==> src/rtl/sensor_cfg_seq.sv <==
// sensor_cfg_seq: walks an external register ROM and writes each entry over SCCB,
// honouring delay entries, retrying NACKed writes and reporting done/error status.
module sensor_cfg_seq #(
    parameter int          TABLE_LEN  = 256,
    parameter int          ADDR_W     = 8,
    parameter logic [7:0]  DEV_ADDR   = 8'h78,
    parameter logic [15:0] DELAY_MARK = 16'hFFFF,
    parameter int          DELAY_UNIT = 24000,
    parameter int          MAX_RETRY  = 3
) (
    input  logic              clk,
    input  logic              rst,
    input  logic              power_on_vd,
    input  logic              start_cfg,
    output logic [ADDR_W-1:0] rom_addr,
    input  logic [23:0]       rom_data,
    output logic              sccb_req,
    output logic [7:0]        sccb_dev,
    output logic [15:0]       sccb_reg,
    output logic [7:0]        sccb_wdata,
    input  logic              sccb_done,
    input  logic              sccb_nack,
    output logic              cfg_busy,
    output logic              cfg_done,
    output logic              cfg_err,
    output logic [ADDR_W-1:0] cfg_index
);
    localparam int RW = $clog2(MAX_RETRY + 1);
    typedef enum logic [3:0] {
        IDLE, FETCH, WAIT_ROM, DECODE, REQ, WAIT_ACK, GAP, DELAY, NEXT, DONE, ERR
    } state_t;
    state_t        state;
    logic          pv_q;
    logic [RW-1:0] retry;
    logic [31:0]   dly;
    assign sccb_dev = DEV_ADDR;
    assign rom_addr = cfg_index;
    always_ff @(posedge clk or posedge rst) begin
        if (rst) begin
            state      <= IDLE;
            pv_q       <= 1'b0;
            retry      <= '0;
            dly        <= '0;
            cfg_index  <= '0;
            sccb_req   <= 1'b0;
            sccb_reg   <= '0;
            sccb_wdata <= '0;
            cfg_busy   <= 1'b0;
            cfg_done   <= 1'b0;
            cfg_err    <= 1'b0;
        end else begin
            pv_q <= power_on_vd;
            // losing sensor power abandons the sequence; cfg_index is left for debug
            if (state != IDLE && !power_on_vd) begin
                state    <= IDLE;
                sccb_req <= 1'b0;
                cfg_busy <= 1'b0;
                cfg_done <= 1'b0;
                cfg_err  <= 1'b0;
            end else begin
                case (state)
                    IDLE: if (power_on_vd && !pv_q) begin
                        cfg_index <= '0;
                        retry     <= '0;
                        cfg_busy  <= 1'b1;
                        state     <= FETCH;
                    end
                    FETCH: state <= WAIT_ROM;
                    WAIT_ROM: begin
                        sccb_reg   <= rom_data[23:8];
                        sccb_wdata <= rom_data[7:0];
                        state      <= DECODE;
                    end
                    DECODE: if (sccb_reg == DELAY_MARK) begin
                        dly   <= 32'(sccb_wdata) * 32'(DELAY_UNIT);
                        state <= DELAY;
                    end else begin
                        sccb_req <= 1'b1;
                        state    <= REQ;
                    end
                    REQ: state <= WAIT_ACK;
                    WAIT_ACK: if (sccb_done) begin
                        sccb_req <= 1'b0;
                        if (!sccb_nack) state <= NEXT;
                        else if (int'(retry) + 1 < MAX_RETRY) begin
                            retry <= retry + RW'(1);
                            state <= GAP;
                        end else begin
                            cfg_busy <= 1'b0;
                            cfg_err  <= 1'b1;
                            state    <= ERR;
                        end
                    end
                    GAP: begin
                        sccb_req <= 1'b1;
                        state    <= REQ;
                    end
                    DELAY: if (dly == 0) state <= NEXT; else dly <= dly - 1;
                    NEXT: begin
                        retry <= '0;
                        if (cfg_index == ADDR_W'(TABLE_LEN - 1)) begin
                            cfg_busy <= 1'b0;
                            cfg_done <= 1'b1;
                            state    <= DONE;
                        end else begin
                            cfg_index <= cfg_index + ADDR_W'(1);
                            state     <= FETCH;
                        end
                    end
                    default: if (start_cfg) begin
                        cfg_index <= '0;
                        retry     <= '0;
                        cfg_busy  <= 1'b1;
                        cfg_done  <= 1'b0;
                        cfg_err   <= 1'b0;
                        state     <= FETCH;
                    end
                endcase
            end
        end
    end
endmodule

==> config.mk <==
export PLATFORM = sky130hd
export DESIGN_NAME = sensor_cfg_seq
export DESIGN_NICKNAME = d
export VERILOG_FILES = /design/src/rtl/sensor_cfg_seq.sv
export SDC_FILE = /design/constraint.sdc
export NUM_CORES = 1
export LEC_CHECK = 0
export ABC_CLOCK_PERIOD_IN_PS = 10800
export CAP_MARGIN = 5
export CORE_UTILIZATION = 60
export DETAILED_ROUTE_END_ITERATION = 12
export PLACE_DENSITY_LB_ADDON = 0.25
export SETUP_SLACK_MARGIN = 0.15
export SYNTH_ARGS = -nofsm -noshare
export SYNTH_HDL_FRONTEND = slang
export SYNTH_SLANG_ARGS = --single-unit
==> constraint.sdc <==
create_clock -name clk -period 10.8 [get_ports clk]
set_input_delay 2.16 -clock clk [delete_from_list [all_inputs] [get_ports clk]]
set_output_delay 2.16 -clock clk [all_outputs]
set_load 0.03 [all_outputs]
==> impl_metrics.tcl, run 1 <==
set metrics [dict create \
    status "finished clean" \
    skew_ps 11.48 \
    wirelength_um 12420 \
    fillers 627 \
    reg2reg_depth 16 \
    cts_made_buffers 9 \
    clk_pin_slew_worst_paths_ps 80 \
    cts_max_level 3 \
    worstHoldPathCells 2 \
    clock-sinks 75 \
    synthTopCellsByCount "dfrtp_1, inv_1, nor2_1" \
    ctsRootBufferMaster "clkbuf_8" \
    row_count 34 \
    finalHoldViolCount 0 \
    insertedDiodeCount 0 \
    synth_cells 610 \
    critPathCaptureType "flop" \
    hp-class "reg2reg" \
    yosysMostFrequentCell "dfrtp_1" \
    worstPathMaxFanout 6 \
    cts_buffer_depth 2 \
    area_growth_pct 16.38 \
    hold_end "dly[14]" \
    largest_register_ffs 32 \
    cts_resized 0 \
    fin_tns_setup_ps 0 \
    r2r_slack_ps 6250 \
    syn_avg_cell_area_um2 9.218 \
    design.die.area_mm2 0.009762 \
    ant_nets 0 \
    grt-ovfl-total 0 \
    first_global_vias 4612 \
    drtIter0Drc 268 \
    grt_antenna_before_repair 0 \
    pin_count 82 \
    finalCritPeriodShare_pct 42.11 \
    timing.rr.start "sccb_wdata[6]" \
    drv_cap 0 \
    core_area_mm2 0.008891 \
    route.vias.total 4623 \
    worst_pin_slew_ps 1059 \
    die_h_um 98.81 \
    dr.pass1.iters 5 \
    crit_arrival_ps 4770 \
    max_freq_mhz 219.9 \
    ys_seq_elements 75 \
    dieWidth_um 98.81 \
    relSlewSlack_pct 29.06 \
    setup_violations 0 \
    ys_types 58 \
    yosysSeqAreaShare_pct 33.38 \
    synth_top_flop_cell "dfrtp_1" \
    slowest_delay_ps 560 \
    min_period_ps 4548 \
    postCtsSetupBuffers 0 \
    syn_area_mm2 0.005623 \
    ys_warn_count 0 \
    critPathSlowestCell "fa_1" \
    io_buffers 73 \
    grt_pass1_wl_um 21540 \
    holdBufCountCts 0 \
    final_nets 764 \
    cts_tree "yes" \
    grt_max_degree 76 \
    worst-setup-path-type "reg2reg" \
    synth_top_cell_area_share_pct 33.38 \
    rsz0062_at_grt "no" \
    r2r_end "dly[21]" \
    yosysTopAreaCell "dfrtp_1" \
    async_reset_ff_share_pct 100.0 \
    cp_cell_sequence "inv_1, fa_1, fa_1, inv_1, fa_1, inv_1, fa_1, inv_1, ha_1, nand3_1, nand2_1, a41oi_1, nor3_1, a211oi_1, xor2_1, o21ai_1" \
    drt-vias-per-instance 5.927 \
    clk_latency_ps 360 \
    initial_core_util_pct 63.24 \
    cp-start-kind "flop" \
    dp_hpwl_um 9443 \
    drc 0 \
    place_congestion 0.9111 \
    synth_edf_count 0 \
    grt_util_all_layers_pct 27.74 \
    synth_area_leaders "dfrtp_1, ha_1, fa_1" \
    avgRoutedWirePerCell_um 15.92 \
    min_from "dly[14]" \
    drv_slew 0 \
    drive_above_1_share_pct 7.887 \
    critPathRequiredTime_ps 11020 \
]
==> metal layers <==
metal  GRT usage (%)  share of wire (%)  wire length, µm
met5               0                  0                0
met4           9.414                2.3              283
met2           47.28                 50             6161
met3           6.454                5.7              705
met1           34.75                 42             5270
==> critical path: cells and delay by family, from the launching register on <==
kind / cells / cell delay, ps
xor gates and xnor gates: 1 / 180
AOI/OAI and AO/OA: 3 / 710
DFF: 1 / 460
and+or+nand+nor: 3 / 280
adders and majority gates: 5 / 2510
buffers and inverters: 4 / 260
==> cell usage in the layout (no fill, tap or decap), types with 3 or more instances in the layout <==
master,Yosys,final
conb_1,2,8
and2_1,3,3
and3_1,5,5
nand3_1,18,18
dfrtp_1,75,75
clkdlybuf4s50_1,0,73
inv_1,66,65
o21ai_1,16,16
a41oi_1,3,3
nor3_1,18,18
a21oi_1,35,35
clkbuf_8,0,9
mux2_2,25,25
fa_1,24,24
a31oi_1,6,6
nand2b_1,4,4
a21o_1,8,8
xnor2_1,15,15
nand4_1,11,11
o21ai_0,26,26
clkinvlp_4,0,3
xor2_1,18,18
nor2_1,60,60
nand3b_1,3,3
nor4_1,10,10
nand2_1,29,29
a31o_2,3,3
nand4b_1,4,4
a22oi_1,4,4
mux2i_1,4,4
or3_1,4,4
a211oi_1,4,4
ha_1,43,43
==> worst max-delay path by stage <==
stage / start / endpoint / slack, ps / cells past startpoint
floorplan: sccb_wdata[6] / dly[21] / 6370 / 16
global placement: power_on_vd / dly[29] / 6070 / 7
detailed placement: power_on_vd / dly[29] / 6020 / 7
CTS: sccb_wdata[6] / dly[21] / 6260 / 16
global route: sccb_wdata[6] / dly[17] / 5960 / 16
finish: sccb_wdata[6] / dly[21] / 6250 / 16
==> layout make-up <==
type                       count  area [µm²]  share of cell area, %
multi-input combinational    441        3322                  50.76
timing repair buffer          74       738.2                  11.28
tap                          108       135.1                  2.065
clock inverter                 7       100.1                  1.530
inverter                      66       247.7                  3.786
clock buffer                   9       123.9                  1.893
sequential                    75        1877                  28.68
==> cell families after synthesis <==
| kind of cell | Yosys count | synth area share, % |
|---|---|---|
| muxes | 29 | 5.719 |
| and+or+nand+nor | 182 | 16.11 |
| AOI/OAI and AO/OA | 122 | 13.46 |
| adders and majority gates | 67 | 18.11 |
| DFF | 75 | 33.38 |
| xor gates and xnor gates | 33 | 5.140 |
| buffers and inverters | 100 | 7.944 |
| other | 2 | 0.1336 |
==> stage by stage <==
step                      cell area [µm²]  setup WS [ps]  hold slack, ps  util (%)  instances
after floorplan                      5645           6368           457.8         -        616
after global placement               6320           6073           482.2     71.08        764
after detailed placement             6320           6015           484.4     71.08        764
after CTS                            6544           6258           503.8     73.60        780
after global routing                 6544           5964           537.4     73.60        780
final                                6544           6252           506.7     73.60        780
Power of run 1 is not shown: default switching activity piles up to over one toggle a cycle in this logic, so the estimate is an artifact.
==> run 2: changes to the inputs <==
Settings changed: ABC_CLOCK_PERIOD_IN_PS 10800 to 3800, CORE_UTILIZATION 60 to 50.
Clock period 10.8 ns to 3.8 ns, I/O delays scaled along.
==> impl_metrics.tcl, run 2 (same netlist as run 1, synthesis figures left out) <==
set metrics [dict create \
    grt_antenna_before_repair 0 \
    grt_util_all_layers_pct 23.59 \
    crit_buf_inv 4 \
    worst_pin_slew_ps 929.7 \
    holdBufCountCts 0 \
    crit_family "adder cells" \
    first_global_vias 4642 \
    post-place-cells 825 \
    relSlewSlack_pct 37.79 \
    min_from "cfg_busy" \
    drv_cap 0 \
    clk_pin_slew_worst_paths_ps 80 \
    place_congestion 0.8764 \
    ant_nets 0 \
    met1_length_um 5556 \
    dp_slack_ps -122.5 \
    setup_violations 7 \
    final_nets 795 \
    insertedDiodeCount 0 \
    initial_core_util_pct 51.64 \
    crit_arrival_ps 4290 \
    grt_pass1_wl_um 21740 \
    route.vias.total 4706 \
    crit_start "sccb_wdata[6]" \
    hp-class "reg2reg" \
    clk_latency_ps 360 \
    slowest_delay_ps 500 \
    status "finished, violations left" \
    cp_cell_sequence "inv_2, fa_1, fa_1, inv_1, fa_1, inv_1, fa_1, inv_2, ha_4, o21ai_1, nand2b_1, and3_4, or3_1, a21oi_2, o32a_1" \
    instances_no_fill 843 \
    io_buffers 73 \
    critPathCaptureType "flop" \
    drc 0 \
    worst_path_most_repeated_cell "fa_1" \
    fin_ws_ps -191.8 \
    drt-vias-per-instance 5.582 \
    worstHoldPathCells 2 \
    drtIter0Drc 300 \
    avgRoutedWirePerCell_um 15.08 \
    timing.rr.start "sccb_wdata[6]" \
    critPathRequiredTime_ps 4100 \
    hold_end "cfg_busy" \
    fin_tns_setup_ps -592.6 \
    final_cell_mix "clkdlybuf4s50_1, dfrtp_1, nor2_1" \
    clock-sinks 75 \
    final_common_cell "clkdlybuf4s50_1" \
    min_period_ps 3992 \
    die_h_um 108.0 \
    wl_met2_um 6250 \
    worstPathMaxFanout 4 \
    grt-ovfl-total 0 \
    drive_above_1_share_pct 16.79 \
    cp-start-kind "flop" \
    worst-setup-path-type "reg2reg" \
    design.die.area_mm2 0.01167 \
    finalCritPeriodShare_pct 105.0 \
    grt_max_degree 46 \
    reg2reg_depth 15 \
    r2r_end "dly[16]" \
    cts_tree "yes" \
    row_count 38 \
    largest_register_ffs 32 \
    dr.pass1.iters 7 \
    multi_input_area_mm2 0.003495 \
    fillers 891 \
    core_area_mm2 0.01089 \
    area_growth_pct 24.70 \
    max_freq_mhz 250.5 \
    finalHoldViolCount 0 \
    dieWidth_um 108.0 \
    ctsRootBufferMaster "clkbuf_8" \
    area.sequential_mm2 0.001884 \
    skew_ps 5.355 \
    r2r_slack_ps -190 \
    cts_buffer_depth 2 \
    cts_made_buffers 9 \
    wirelength_um 12710 \
    pin_count 82 \
    failed_checks "setup timing" \
    dp_hpwl_um 9718 \
    critPathSlowestCell "fa_1" \
    drv_slew 0 \
    rsz0062_at_grt "yes" \
    top_layer "met4" \
    cts_max_level 3 \
    dr_wl_met3_um 683 \
]
[run 2: cell types whose count changed in the layout (fill, tap and decap cells not counted), moves of 3 or more]
cell / before / now
buf_4: 1 / 30
clkbuf_8: 9 / 13
clkinvlp_4: 3 / 0
dfrtp_1: 75 / 69
dfrtp_2: 0 / 6
ha_1: 43 / 36
ha_4: 0 / 6
inv_1: 65 / 58
inv_2: 1 / 8
o21ai_0: 26 / 23
o21ai_1: 16 / 19
[run 2: final cells by class]
type	count	area share [%]
multi-input combinational	441	49.84
timing repair buffer	105	14.08
sequential	75	26.87
inverter	66	3.533
clock buffer	13	2.552
tap	140	2.498
clock inverter	3	0.6246
[run 2: layer usage]
metal  vias up  track usage [%]
li1       2262                -
met1      2270            30.58
met2       154            39.31
met3        20            4.340
met4         0            8.611
met5         -                0
[run 2: timing repair]
item	4_1_cts	5_1_grt
setup endpoints to repair	8	10
resized for setup	3	16
setup buffers	1	1
pin swaps	10	9
[run 2: worst register-to-register path: stages, from the launching register on]
cell and delay [ps]:
dfrtp_2 450, inv_2 80, fa_1 460, fa_1 500, inv_1 50, fa_1 490
inv_1 50, fa_1 490, inv_2 40, ha_4 240, o21ai_1 180, nand2b_1 120
and3_4 190, or3_1 320, a21oi_2 120, o32a_1 140
[run 2: how the worst max path moves through the flow]
stage	to	slack, ps	depth (start not counted)
6_report	dly[16]	-190	15
5_1_grt	dly[16]	-310	15
3_5_place_dp	dly[21]	-120	14
4_1_cts	dly[15]	-100	14
2_1_floorplan	dly[16]	-70	15
3_3_place_gp	dly[21]	-30	14
[run 2: stage by stage]
| stage | hold slack (ps) | utilization, % | area [µm²] |
|---|---|---|---|
| 2_1_floorplan | 457.8 | - | 5744 |
| 3_3_place_gp | 476.0 | 61.43 | 6689 |
| 3_5_place_dp | 498.4 | 61.43 | 6689 |
| 4_1_cts | 516.7 | 63.59 | 6924 |
| 5_1_grt | 540.0 | 64.40 | 7012 |
| 6_report | 515.4 | 64.40 | 7012 |
Power of run 2 is left out for the same reason.
